==> src/rtl/result_broadcast_arbiter.sv <==
// result_broadcast_arbiter
// Collects tagged results from UNITS execution units. Each unit has a small FIFO.
// One non-empty FIFO is granted per cycle in round-robin order. The winning head
// entry is sent on a single registered operand-update broadcast, which every
// reservation station samples.
module result_broadcast_arbiter #(
  parameter int UNITS       = 4,
  parameter int FIFO_DEPTH  = 2,
  parameter int RS_ID_WIDTH = 5
) (
  input  logic                                clk,
  input  logic                                rst_n,
  input  logic [UNITS-1:0]                    result_valid,
  output logic [UNITS-1:0]                    result_ready,
  input  logic [UNITS-1:0][RS_ID_WIDTH-1:0]   result_rs_id_in,
  input  logic [UNITS-1:0][31:0]              result_value_in,
  output logic                                operand_valid,
  output logic [RS_ID_WIDTH-1:0]              update_op_rs_id_out,
  output logic [31:0]                         update_op_value_out
);

  localparam int PTR_W   = $clog2(FIFO_DEPTH);
  localparam int CNT_W   = PTR_W + 1;
  localparam int RR_W    = $clog2(UNITS);
  localparam int ENTRY_W = RS_ID_WIDTH + 32;

  // Per-unit FIFO status, seen by the arbiter and the producers.
  logic [UNITS-1:0]              fifo_empty;
  logic [UNITS-1:0]              fifo_full;
  logic [UNITS-1:0]              fifo_push;
  logic [UNITS-1:0]              fifo_pop;
  logic [UNITS-1:0][ENTRY_W-1:0] fifo_head;

  // Round-robin state and grant decode.
  logic [RR_W-1:0] rr_ptr_q;
  logic [RR_W-1:0] rr_ptr_d;
  logic [RR_W-1:0] grant_idx;
  logic            grant_found;

  // Broadcast output registers.
  logic                   operand_valid_q;
  logic                   operand_valid_d;
  logic [RS_ID_WIDTH-1:0] update_op_rs_id_q;
  logic [RS_ID_WIDTH-1:0] update_op_rs_id_d;
  logic [31:0]            update_op_value_q;
  logic [31:0]            update_op_value_d;

  genvar gi;
  generate
    for (gi = 0; gi < UNITS; gi++) begin : g_fifo
      logic [ENTRY_W-1:0] mem_q [FIFO_DEPTH];
      logic [PTR_W-1:0]   wr_ptr_q;
      logic [PTR_W-1:0]   wr_ptr_d;
      logic [PTR_W-1:0]   rd_ptr_q;
      logic [PTR_W-1:0]   rd_ptr_d;
      logic [CNT_W-1:0]   count_q;
      logic [CNT_W-1:0]   count_d;

      // Ready comes only from the registered count. A full FIFO refuses a push,
      // even in a cycle where it is also being popped.
      assign fifo_full[gi]    = (count_q == CNT_W'(FIFO_DEPTH));
      assign fifo_empty[gi]   = (count_q == '0);
      assign result_ready[gi] = ~fifo_full[gi];
      assign fifo_push[gi]    = result_valid[gi] & ~fifo_full[gi];
      assign fifo_head[gi]    = mem_q[rd_ptr_q];

      // Next-state pointers and occupancy. The pointers wrap naturally at the power-of-two depth.
      always_comb begin
        wr_ptr_d = wr_ptr_q;
        rd_ptr_d = rd_ptr_q;
        count_d  = count_q;
        if (fifo_push[gi]) begin
          wr_ptr_d = wr_ptr_q + PTR_W'(1);
        end
        if (fifo_pop[gi]) begin
          rd_ptr_d = rd_ptr_q + PTR_W'(1);
        end
        case ({fifo_push[gi], fifo_pop[gi]})
          2'b10:   count_d = count_q + CNT_W'(1);
          2'b01:   count_d = count_q - CNT_W'(1);
          default: count_d = count_q;
        endcase
      end

      // Pointer and count registers. Reset discards any buffered entries.
      always_ff @(posedge clk or negedge rst_n) begin
        if (!rst_n) begin
          wr_ptr_q <= '0;
          rd_ptr_q <= '0;
          count_q  <= '0;
        end else begin
          wr_ptr_q <= wr_ptr_d;
          rd_ptr_q <= rd_ptr_d;
          count_q  <= count_d;
        end
      end

      // Entry storage. The contents are don't-care while the count says empty, so the storage has no reset.
      always_ff @(posedge clk) begin
        if (fifo_push[gi]) begin
          mem_q[wr_ptr_q] <= {result_rs_id_in[gi], result_value_in[gi]};
        end
      end
    end
  endgenerate

  // Round-robin scan from rr_ptr. The first non-empty FIFO wins.
  always_comb begin
    int               idx;
    logic [RR_W-1:0]  cand;
    grant_found = 1'b0;
    grant_idx   = '0;
    idx         = 0;
    cand        = '0;
    for (int k = 0; k < UNITS; k++) begin
      idx = int'(rr_ptr_q) + k;
      if (idx >= UNITS) begin
        idx = idx - UNITS;
      end
      cand = RR_W'(idx);
      if (!grant_found && !fifo_empty[cand]) begin
        grant_found = 1'b1;
        grant_idx   = cand;
      end
    end
  end

  // One-hot pop for the granted FIFO.
  always_comb begin
    fifo_pop = '0;
    if (grant_found) begin
      fifo_pop[grant_idx] = 1'b1;
    end
  end

  // Broadcast and pointer next-state. The tag and value hold their last values when idle.
  always_comb begin
    operand_valid_d   = 1'b0;
    update_op_rs_id_d = update_op_rs_id_q;
    update_op_value_d = update_op_value_q;
    rr_ptr_d          = rr_ptr_q;
    if (grant_found) begin
      operand_valid_d   = 1'b1;
      update_op_rs_id_d = fifo_head[grant_idx][ENTRY_W-1:32];
      update_op_value_d = fifo_head[grant_idx][31:0];
      if (grant_idx == RR_W'(UNITS - 1)) begin
        rr_ptr_d = '0;
      end else begin
        rr_ptr_d = grant_idx + RR_W'(1);
      end
    end
  end

  // Registered broadcast. Reset drops operand_valid immediately.
  always_ff @(posedge clk or negedge rst_n) begin
    if (!rst_n) begin
      operand_valid_q   <= 1'b0;
      update_op_rs_id_q <= '0;
      update_op_value_q <= '0;
      rr_ptr_q          <= '0;
    end else begin
      operand_valid_q   <= operand_valid_d;
      update_op_rs_id_q <= update_op_rs_id_d;
      update_op_value_q <= update_op_value_d;
      rr_ptr_q          <= rr_ptr_d;
    end
  end

  assign operand_valid       = operand_valid_q;
  assign update_op_rs_id_out = update_op_rs_id_q;
  assign update_op_value_out = update_op_value_q;

endmodule
==> config.mk <==
export PLATFORM = sky130hd
export DESIGN_NAME = result_broadcast_arbiter
export DESIGN_NICKNAME = d
export VERILOG_FILES = /design/src/rtl/result_broadcast_arbiter.sv
export SDC_FILE = /design/constraint.sdc
export NUM_CORES = 1
export LEC_CHECK = 0
export ABC_AREA = 1
export BUFFER_PORTS_ARGS = -buffer_cell sky130_fd_sc_hd__buf_2
export CORE_MARGIN = 4
export CORE_UTILIZATION = 42
export CTS_BUF_LIST = sky130_fd_sc_hd__clkbuf_4 sky130_fd_sc_hd__clkbuf_8
export DETAILED_ROUTE_END_ITERATION = 16
export GPL_TIMING_DRIVEN = 1
export PLACE_DENSITY = 0.6
export SKIP_LAST_GASP = 1
export SLEW_MARGIN = 40
export SYNTH_ARGS = -nofsm -noshare
export SYNTH_HDL_FRONTEND = slang
export SYNTH_SLANG_ARGS = --single-unit
==> constraint.sdc <==
create_clock -name clk -period 3.65 [get_ports clk]
set_clock_uncertainty 0.15 [all_clocks]
set_input_delay 0.1825 -clock clk [delete_from_list [all_inputs] [get_ports clk]]
set_output_delay 0.1825 -clock clk [all_outputs]
set_load 0.02 [all_outputs]
==> results of run 1 <==
[layout make-up]
class	count	area (um2)
Clock inverter	18	105.1
Antenna cell	1	2.502
Sequential cell	352	10290
Clock buffer	91	1121
Tap cell	448	560.5
Fill cell	2868	15030
Multi-Input combinational cell	735	3919
Timing Repair Buffer	378	2766
Inverter	20	77.57
[cells in the final DEF (no fill, tap or decap), types with 10 or more instances in the layout]
cell | netlist | final
nand2_1 | 406 | 405
edfxtp_1 | 296 | 296
buf_2 | 36 | 194
dlygate4sd3_1 | 0 | 154
nand3_1 | 118 | 118
nand4_1 | 74 | 74
mux2_2 | 74 | 74
clkbuf_8 | 0 | 70
dfrtp_1 | 56 | 56
buf_4 | 5 | 27
clkbuf_4 | 0 | 21
inv_1 | 16 | 16
nor2_1 | 20 | 12
clkinv_1 | 1 | 11
nor2_4 | 2 | 10
[power by group through the flow]
stage	clock network [mW]	logic (mW)	registers, mW
after floorplan	0	5.54	6.34
after global placement	0	7.96	6.17
after detailed placement	0	8.07	6.20
after CTS	3.65	8.22	6.13
after global routing	3.84	9.24	6.21
final	3.55	8.22	6.11
[stage by stage]
stage | instances | power [mW] | util
after floorplan | 1179 | 11.88 | -
after global placement | 1777 | 14.12 | 0.4732
after detailed placement | 1777 | 14.27 | 0.4733
after CTS | 2041 | 18.00 | 0.5556
after global routing | 2043 | 19.29 | 0.5563
final | 2043 | 17.89 | 0.5563
[final timing paths]
kind                            depth (start not counted)                                 from                             endpoint  slack (ps)
worst max-delay path                                   15              rr_ptr_q[0]$_DFFE_PN0P_     g_fifo[2].count_q[1]$_DFFE_PN0P_         790
worst min-delay path                                    2                 result_value_in[101]      g_fifo[3].mem_q[1][5]$_DFFE_PP_         150
worst max register to register                         15              rr_ptr_q[0]$_DFFE_PN0P_     g_fifo[2].count_q[1]$_DFFE_PN0P_         790
worst min register to register                          2  update_op_value_out[18]$_DFFE_PN0P_  update_op_value_out[18]$_DFFE_PN0P_         330
max in group asynchronous                               4                                rst_n  update_op_value_out[30]$_DFFE_PN0P_        2540
min in group asynchronous                               4                                rst_n   update_op_value_out[2]$_DFFE_PN0P_         540
[per-layer routing]
metal	track usage	wire (um)
met5	0	0
met4	0.05182	789
met3	0.03861	2494
met2	0.3007	16880
met1	0.2916	17210
[worst register-to-register path, stage by stage (launching register included)]
cell and delay (ps):
dfrtp_1 530, inv_4 100, nand2_1 70, nand2_1 90
nand3_1 90, nand2_1 120, nor2_4 150, nand3_4 100
nand3_4 110, buf_4 400, nand2_1 160, inv_1 80
ha_1 240, a21oi_1 120, o21ai_0 110, xnor2_1 140
[flip-flops by register name, indices dropped and copies added, names as in the netlist]
name,count
operand_valid,1
update_op_value_out,32
g_fifo.wr_ptr_q,4
rr_ptr_q,2
g_fifo.mem_q,296
g_fifo.rd_ptr_q,4
g_fifo.count_q,8
update_op_rs_id_out,5
[kinds of logic after synthesis]
family | synth area share
AOI/OAI and AO/OA | 0.006519
and+or+nand+nor | 0.1876
buffers and inverters | 0.03182
adders and majority gates | 0.004289
xor gates and xnor gates | 0.007205
muxes | 0.05713
DFF | 0.7054
==> impl_metrics.env, run 1 <==
export IMPL_status="finished clean"
export IMPL_post_route_period_util=0.7841
export IMPL_crit_slowest_cell="dfrtp_1"
export IMPL_critPathBufInv=3
export IMPL_syn_area_per_cell_um2=12.37
export IMPL_cts_hold_buf=155
export IMPL_vias_per_cell=4.999
export IMPL_place_worst_setup_slack_ps=816.5
export IMPL_synth_yosys_seq_area_share=0.7054
export IMPL_fmax_ghz=0.3494
export IMPL_synthTopCellsByArea="edfxtp_1, nand2_1, dfrtp_1, mux2_2, nand3_1"
export IMPL_die_area_um2=37780
export IMPL_cts_root_buf="clkbuf_8"
export IMPL_path_cells="inv_4, nand2_1, nand2_1, nand3_1, nand2_1, nor2_4, nand3_4, nand3_4, buf_4, nand2_1, inv_1, ha_1, a21oi_1, o21ai_0, xnor2_1"
export IMPL_ys_types=27
export IMPL_slowest_delay_ps=530
export IMPL_port_buffers=195
export IMPL_async_flop_share=0.1591
export IMPL_areaGrowthSynthToFinish_pct=29.17
export IMPL_switching_share=0.4191
export IMPL_die_h_um=194.4
export IMPL_intPower_mw=10.39
export IMPL_placed_area_um2=16030
export IMPL_dpl_hpwl_um=24060
export IMPL_comb_power_share=0.460
export IMPL_p_clk_frac=0.198
export IMPL_cts_path_max_buffers=3
export IMPL_drc=0
export IMPL_crit_top_cell="nand2_1"
export IMPL_ys_ff_latch=352
export IMPL_synth_top_cell_area_share=0.6094
export IMPL_endpoint_kind="flip-flop"
export IMPL_coreArea_um2=33870
export IMPL_holdWs_ps=146.5
export IMPL_cts_max_level=2
export IMPL_min_path_type="input port to flip-flop"
export IMPL_grt_overflow_total=0
export IMPL_gp_congestion=0.8468
export IMPL_max_slew_margin_rel=0.4503
export IMPL_yosysWarnings=0
export IMPL_std_cell_rows=67
export IMPL_seqPwrFrac=0.342
export IMPL_vias=10210
export IMPL_die_x_um=194.4
export IMPL_power_density_nw_per_um2=949.3
export IMPL_cp_max_fo=38
export IMPL_hold_viol_final=0
export IMPL_ys_flop_type="edfxtp_1"
export IMPL_setup_tns_ps=0
export IMPL_min_period_ps=2862
export IMPL_worstMarginPinSlew_ps=824.6
export IMPL_nets=1704
export IMPL_cts_made_buffers=58
export IMPL_grt_use_total=0.1968
export IMPL_path_class="flip-flop to flip-flop"
export IMPL_grt_pass1_wl_um=58890
export IMPL_cts_resized_gates=0
export IMPL_yosysMostFrequentCell="nand2_1"
export IMPL_cp_top_family="simple AND/OR/NAND/NOR gates"
export IMPL_drtIter0Drc=884
export IMPL_io_pins=196
export IMPL_grt_setup_unrepaired="no"
export IMPL_synth_area_leader_cell="edfxtp_1"
export IMPL_drt_pass1_iter_count=6
export IMPL_worstSkewPairLatency_ps=600
export IMPL_startpoint_type="flip-flop"
export IMPL_max_vdd_ir_drop_uv=579.9
export IMPL_grt_max_degree=83
export IMPL_switching_power_mw=7.497
export IMPL_grt_pass1_vias=10180
export IMPL_synth_commonest_cells="nand2_1, edfxtp_1, nand3_1, mux2_2, nand4_1"
export IMPL_postSynthCellCount=1179
export IMPL_routed_wl_um=37380
export IMPL_post_cts_buffers=0
export IMPL_start_util=0.4307
export IMPL_drtAntennaViolNets=0
export IMPL_antenna_found_initial=1
export IMPL_wl_per_cell_um=18.30
export IMPL_clkSlewWorstSetupHoldPaths_ps=60
export IMPL_synth_edf_count=296
export IMPL_drv_slew=0
export IMPL_cts_tree="built"
export IMPL_synthesis_nets=1338
export IMPL_cts_sink_count=352
export IMPL_final_area_um2=18840
export IMPL_power_leakage_nw=7.689
export IMPL_worstPathRequired_ps=3980
export IMPL_crit_arrival_ps=3190
export IMPL_setup_viol=0
export IMPL_drive_gt1_frac=0.2641
export IMPL_maxCapViolations=0
export IMPL_setup_ws_ps=788.1
export IMPL_netlist_area_um2=14590
(Power assumes the default switching activity.)
==> inputs of run 2 (changes only) <==
--- a/config.mk
+++ b/config.mk
@@ -12,7 +12,7 @@
 export CTS_BUF_LIST = sky130_fd_sc_hd__clkbuf_4 sky130_fd_sc_hd__clkbuf_8
 export DETAILED_ROUTE_END_ITERATION = 16
 export GPL_TIMING_DRIVEN = 1
-export PLACE_DENSITY = 0.6
+export PLACE_DENSITY = 0.63
 export SKIP_LAST_GASP = 1
 export SLEW_MARGIN = 40
 export SYNTH_ARGS = -nofsm -noshare
==> constraint.sdc (replaced) <==
create_clock -name clk -period 2.4 [get_ports clk]
set_clock_uncertainty 0.15 [all_clocks]
set_input_delay 0.12 -clock clk [delete_from_list [all_inputs] [get_ports clk]]
set_output_delay 0.12 -clock clk [all_outputs]
set_load 0.02 [all_outputs]
==> run 2 against run 1 <==
- the flow now finishes with violations (negative setup slack)
- clock-buffer cell count fell by 4
- global-route usage is 0.19 points higher
- sequential power increased by 51%
- via count rose by 3.0%
- power is 75% higher
- first-iteration DRC count fell by 26%
- sequential share of layout area is 3.4 points lower
- die area did not move
- non-clock buffer count rose by 71
- combinational power increased by 100%
- largest cell class unchanged
==> impl_metrics.env, run 2 (synthesized netlist as in run 1, its figures left out) <==
export IMPL_ff2ff_setup_slack_ps=-100
export IMPL_nets=1773
export IMPL_cp_depth=16
export IMPL_io_pins=196
export IMPL_cts_max_level=2
export IMPL_cts_sink_count=352
export IMPL_cts_root_buf="clkbuf_8"
export IMPL_max_vdd_ir_drop_uv=1124
export IMPL_drv_slew=0
export IMPL_path_class="flip-flop to flip-flop"
export IMPL_vias_per_cell=4.990
export IMPL_hold_viol_final=0
export IMPL_cts_path_max_buffers=3
export IMPL_drc=0
export IMPL_layout_common_cells="nand2_1, edfxtp_1, buf_2"
export IMPL_dpl_hpwl_um=25640
export IMPL_cts_tree="built"
export IMPL_hold_depth=2
export IMPL_grt_pass1_vias=10530
export IMPL_path_cells="buf_12, nand2_2, nand2_2, nand3_2, nand2_4, nor2_4, nand2_2, o211ai_4, buf_6, buf_6, nand2_4, inv_2, ha_4, a21oi_2, o21ai_1, xnor2_1"
export IMPL_die_h_um=194.4
export IMPL_worst_hold_path_endpoint="g_fifo[3].mem_q[1][17]$_DFFE_PP_"
export IMPL_switching_power_mw=13.06
export IMPL_worstMarginPinSlew_ps=448.3
export IMPL_grt_pass1_wl_um=59570
export IMPL_die_area_um2=37780
export IMPL_wl_per_cell_um=18.60
export IMPL_status="finished, violations left"
export IMPL_min_period_ps=2496
export IMPL_areaGrowthSynthToFinish_pct=37.91
export IMPL_power_leakage_nw=8.284
export IMPL_antenna_found_initial=0
export IMPL_p_clk_frac=0.167
export IMPL_power_density_nw_per_um2=1558
export IMPL_worstSkewPairLatency_ps=590
export IMPL_comb_power_share=0.537
export IMPL_violations="negative setup slack"
export IMPL_fmax_ghz=0.4007
export IMPL_cp_max_fo=7
export IMPL_critPathLaunch="rr_ptr_q[0]$_DFFE_PN0P_"
export IMPL_hp_start="result_value_in[113]"
export IMPL_regMostFlops="g_fifo.mem_q"
export IMPL_grt_use_total=0.1987
export IMPL_crit_slowest_cell="dfrtp_2"
export IMPL_worstPathRequired_ps=2730
export IMPL_drive_gt1_frac=0.3566
export IMPL_intPower_mw=18.28
export IMPL_start_util=0.4307
export IMPL_largest_reg_flops=296
export IMPL_port_buffers=195
export IMPL_grt_max_degree=56
export IMPL_max_slew_margin_rel=0.7011
export IMPL_critPathBufInv=4
export IMPL_drtAntennaViolNets=0
export IMPL_min_path_type="input port to flip-flop"
export IMPL_worstRegToRegCells=16
export IMPL_holdWs_ps=92.10
export IMPL_maxCapViolations=0
export IMPL_drt_pass1_iter_count=5
export IMPL_grt_setup_unrepaired="yes"
export IMPL_grt_overflow_total=0
export IMPL_drtIter0Drc=657
export IMPL_crit_arrival_ps=2820
export IMPL_routed_wl_um=39200
export IMPL_crit_reg2reg_launch="rr_ptr_q[0]$_DFFE_PN0P_"
export IMPL_endpoint_kind="flip-flop"
export IMPL_switching_share=0.4166
export IMPL_diodes=0
export IMPL_vias=10520
export IMPL_cp_top_family="simple AND/OR/NAND/NOR gates"
export IMPL_clkSlewWorstSetupHoldPaths_ps=60
export IMPL_std_cell_rows=67
export IMPL_setup_ws_ps=-95.79
export IMPL_die_x_um=194.4
export IMPL_cts_made_buffers=56
export IMPL_slowest_delay_ps=450
export IMPL_total_power_mw=31.34
export IMPL_reg2reg_to="g_fifo[2].count_q[1]$_DFFE_PN0P_"
export IMPL_coreArea_um2=33870
export IMPL_gp_congestion=0.7906
export IMPL_startpoint_type="flip-flop"
export IMPL_seqPwrFrac=0.295
export IMPL_layout_commonest_cell="nand2_1"
export IMPL_setup_viol=11
export IMPL_post_route_period_util=1.040
export IMPL_crit_top_cell="nand2_2"
-- run 2: changes by cell type in the layout (fill, tap and decap cells not counted), moves of 9 or more --
cell / change
nand2_4: +9
nand3_2: +51
buf_12: +10
buf_6: +11
nand2_1: -28
buf_4: +43
nand2_2: +19
nand3_1: -54
-- run 2: cell type report --
type | instances | area (um2)
inverter | 20 | 90.09
sequential | 352 | 10290
clock buffer | 87 | 1072
clock inverter | 17 | 101.3
timing repair buffer | 449 | 3548
tap | 448 | 560.5
fill | 2710 | 13750
multi-input combinational | 735 | 4451
-- run 2: worst max path at each step --
stage and endpoint:
2_1_floorplan g_fifo[3].count_q[1]$_DFFE_PN0P_, 3_3_place_gp g_fifo[1].count_q[1]$_DFFE_PN0P_, 3_5_place_dp g_fifo[0].count_q[1]$_DFFE_PN0P_, 4_1_cts g_fifo[3].count_q[1]$_DFFE_PN0P_
5_1_grt g_fifo[2].count_q[1]$_DFFE_PN0P_, 6_report g_fifo[2].count_q[1]$_DFFE_PN0P_
-- run 2: power groups by stage --
stage	sequential, mW	combinational, mW	clock [mW]
3_3_place_gp	9.31	13.9	0
4_1_cts	9.26	14.8	5.38
2_1_floorplan	9.61	8.61	0
5_1_grt	9.38	18.4	5.68
3_5_place_dp	9.37	14.1	0
6_report	9.25	16.8	5.25
-- run 2: what timing repair did --
item | in CTS | in global routing
gates resized for setup | 17 | 114
pin swaps | 10 | 35
cloned | 0 | 3
hold endpoints to repair | 366 | 0
hold buffers | 155 | 0
endpoints found under the setup margin | 45 | 46
buffers inserted | 12 | 6
-- run 2: worst reg2reg max path, cell delays in order (launching register included) --
cell and delay [ps]:
dfrtp_2 450, buf_12 160, nand2_2 60, nand2_2 60, nand3_2 90, nand2_4 70
nor2_4 140, nand2_2 90, o211ai_4 260, buf_6 160, buf_6 100, nand2_4 40
inv_2 50, ha_4 190, a21oi_2 90, o21ai_1 80, xnor2_1 130
-- run 2: per-layer routing --
metal / up-vias / wire length [um] / track usage
met2: 336 / 18560 / 0.3140
met4: 0 / 760 / 0.05469
li1: 5049 / - / -
met1: 5077 / 17680 / 0.2869
met5: - / 0 / 0
met3: 57 / 2203 / 0.03497
-- run 2: per-stage QoR --
stage | worst slack [ps] | TNS, ps | utilization | cell area [um2] | cells
after CTS | -38.74 | -95.43 | 0.5755 | 19490 | 2099
after global routing | -183.2 | -3405 | 0.5939 | 20120 | 2108
after floorplan | -45.96 | -103.9 | - | 14660 | 1179
after detailed placement | -139.8 | -657.6 | 0.4908 | 16620 | 1828
after global placement | -59.53 | -194.5 | 0.4908 | 16620 | 1828
final | -95.79 | -269.8 | 0.5939 | 20120 | 2108
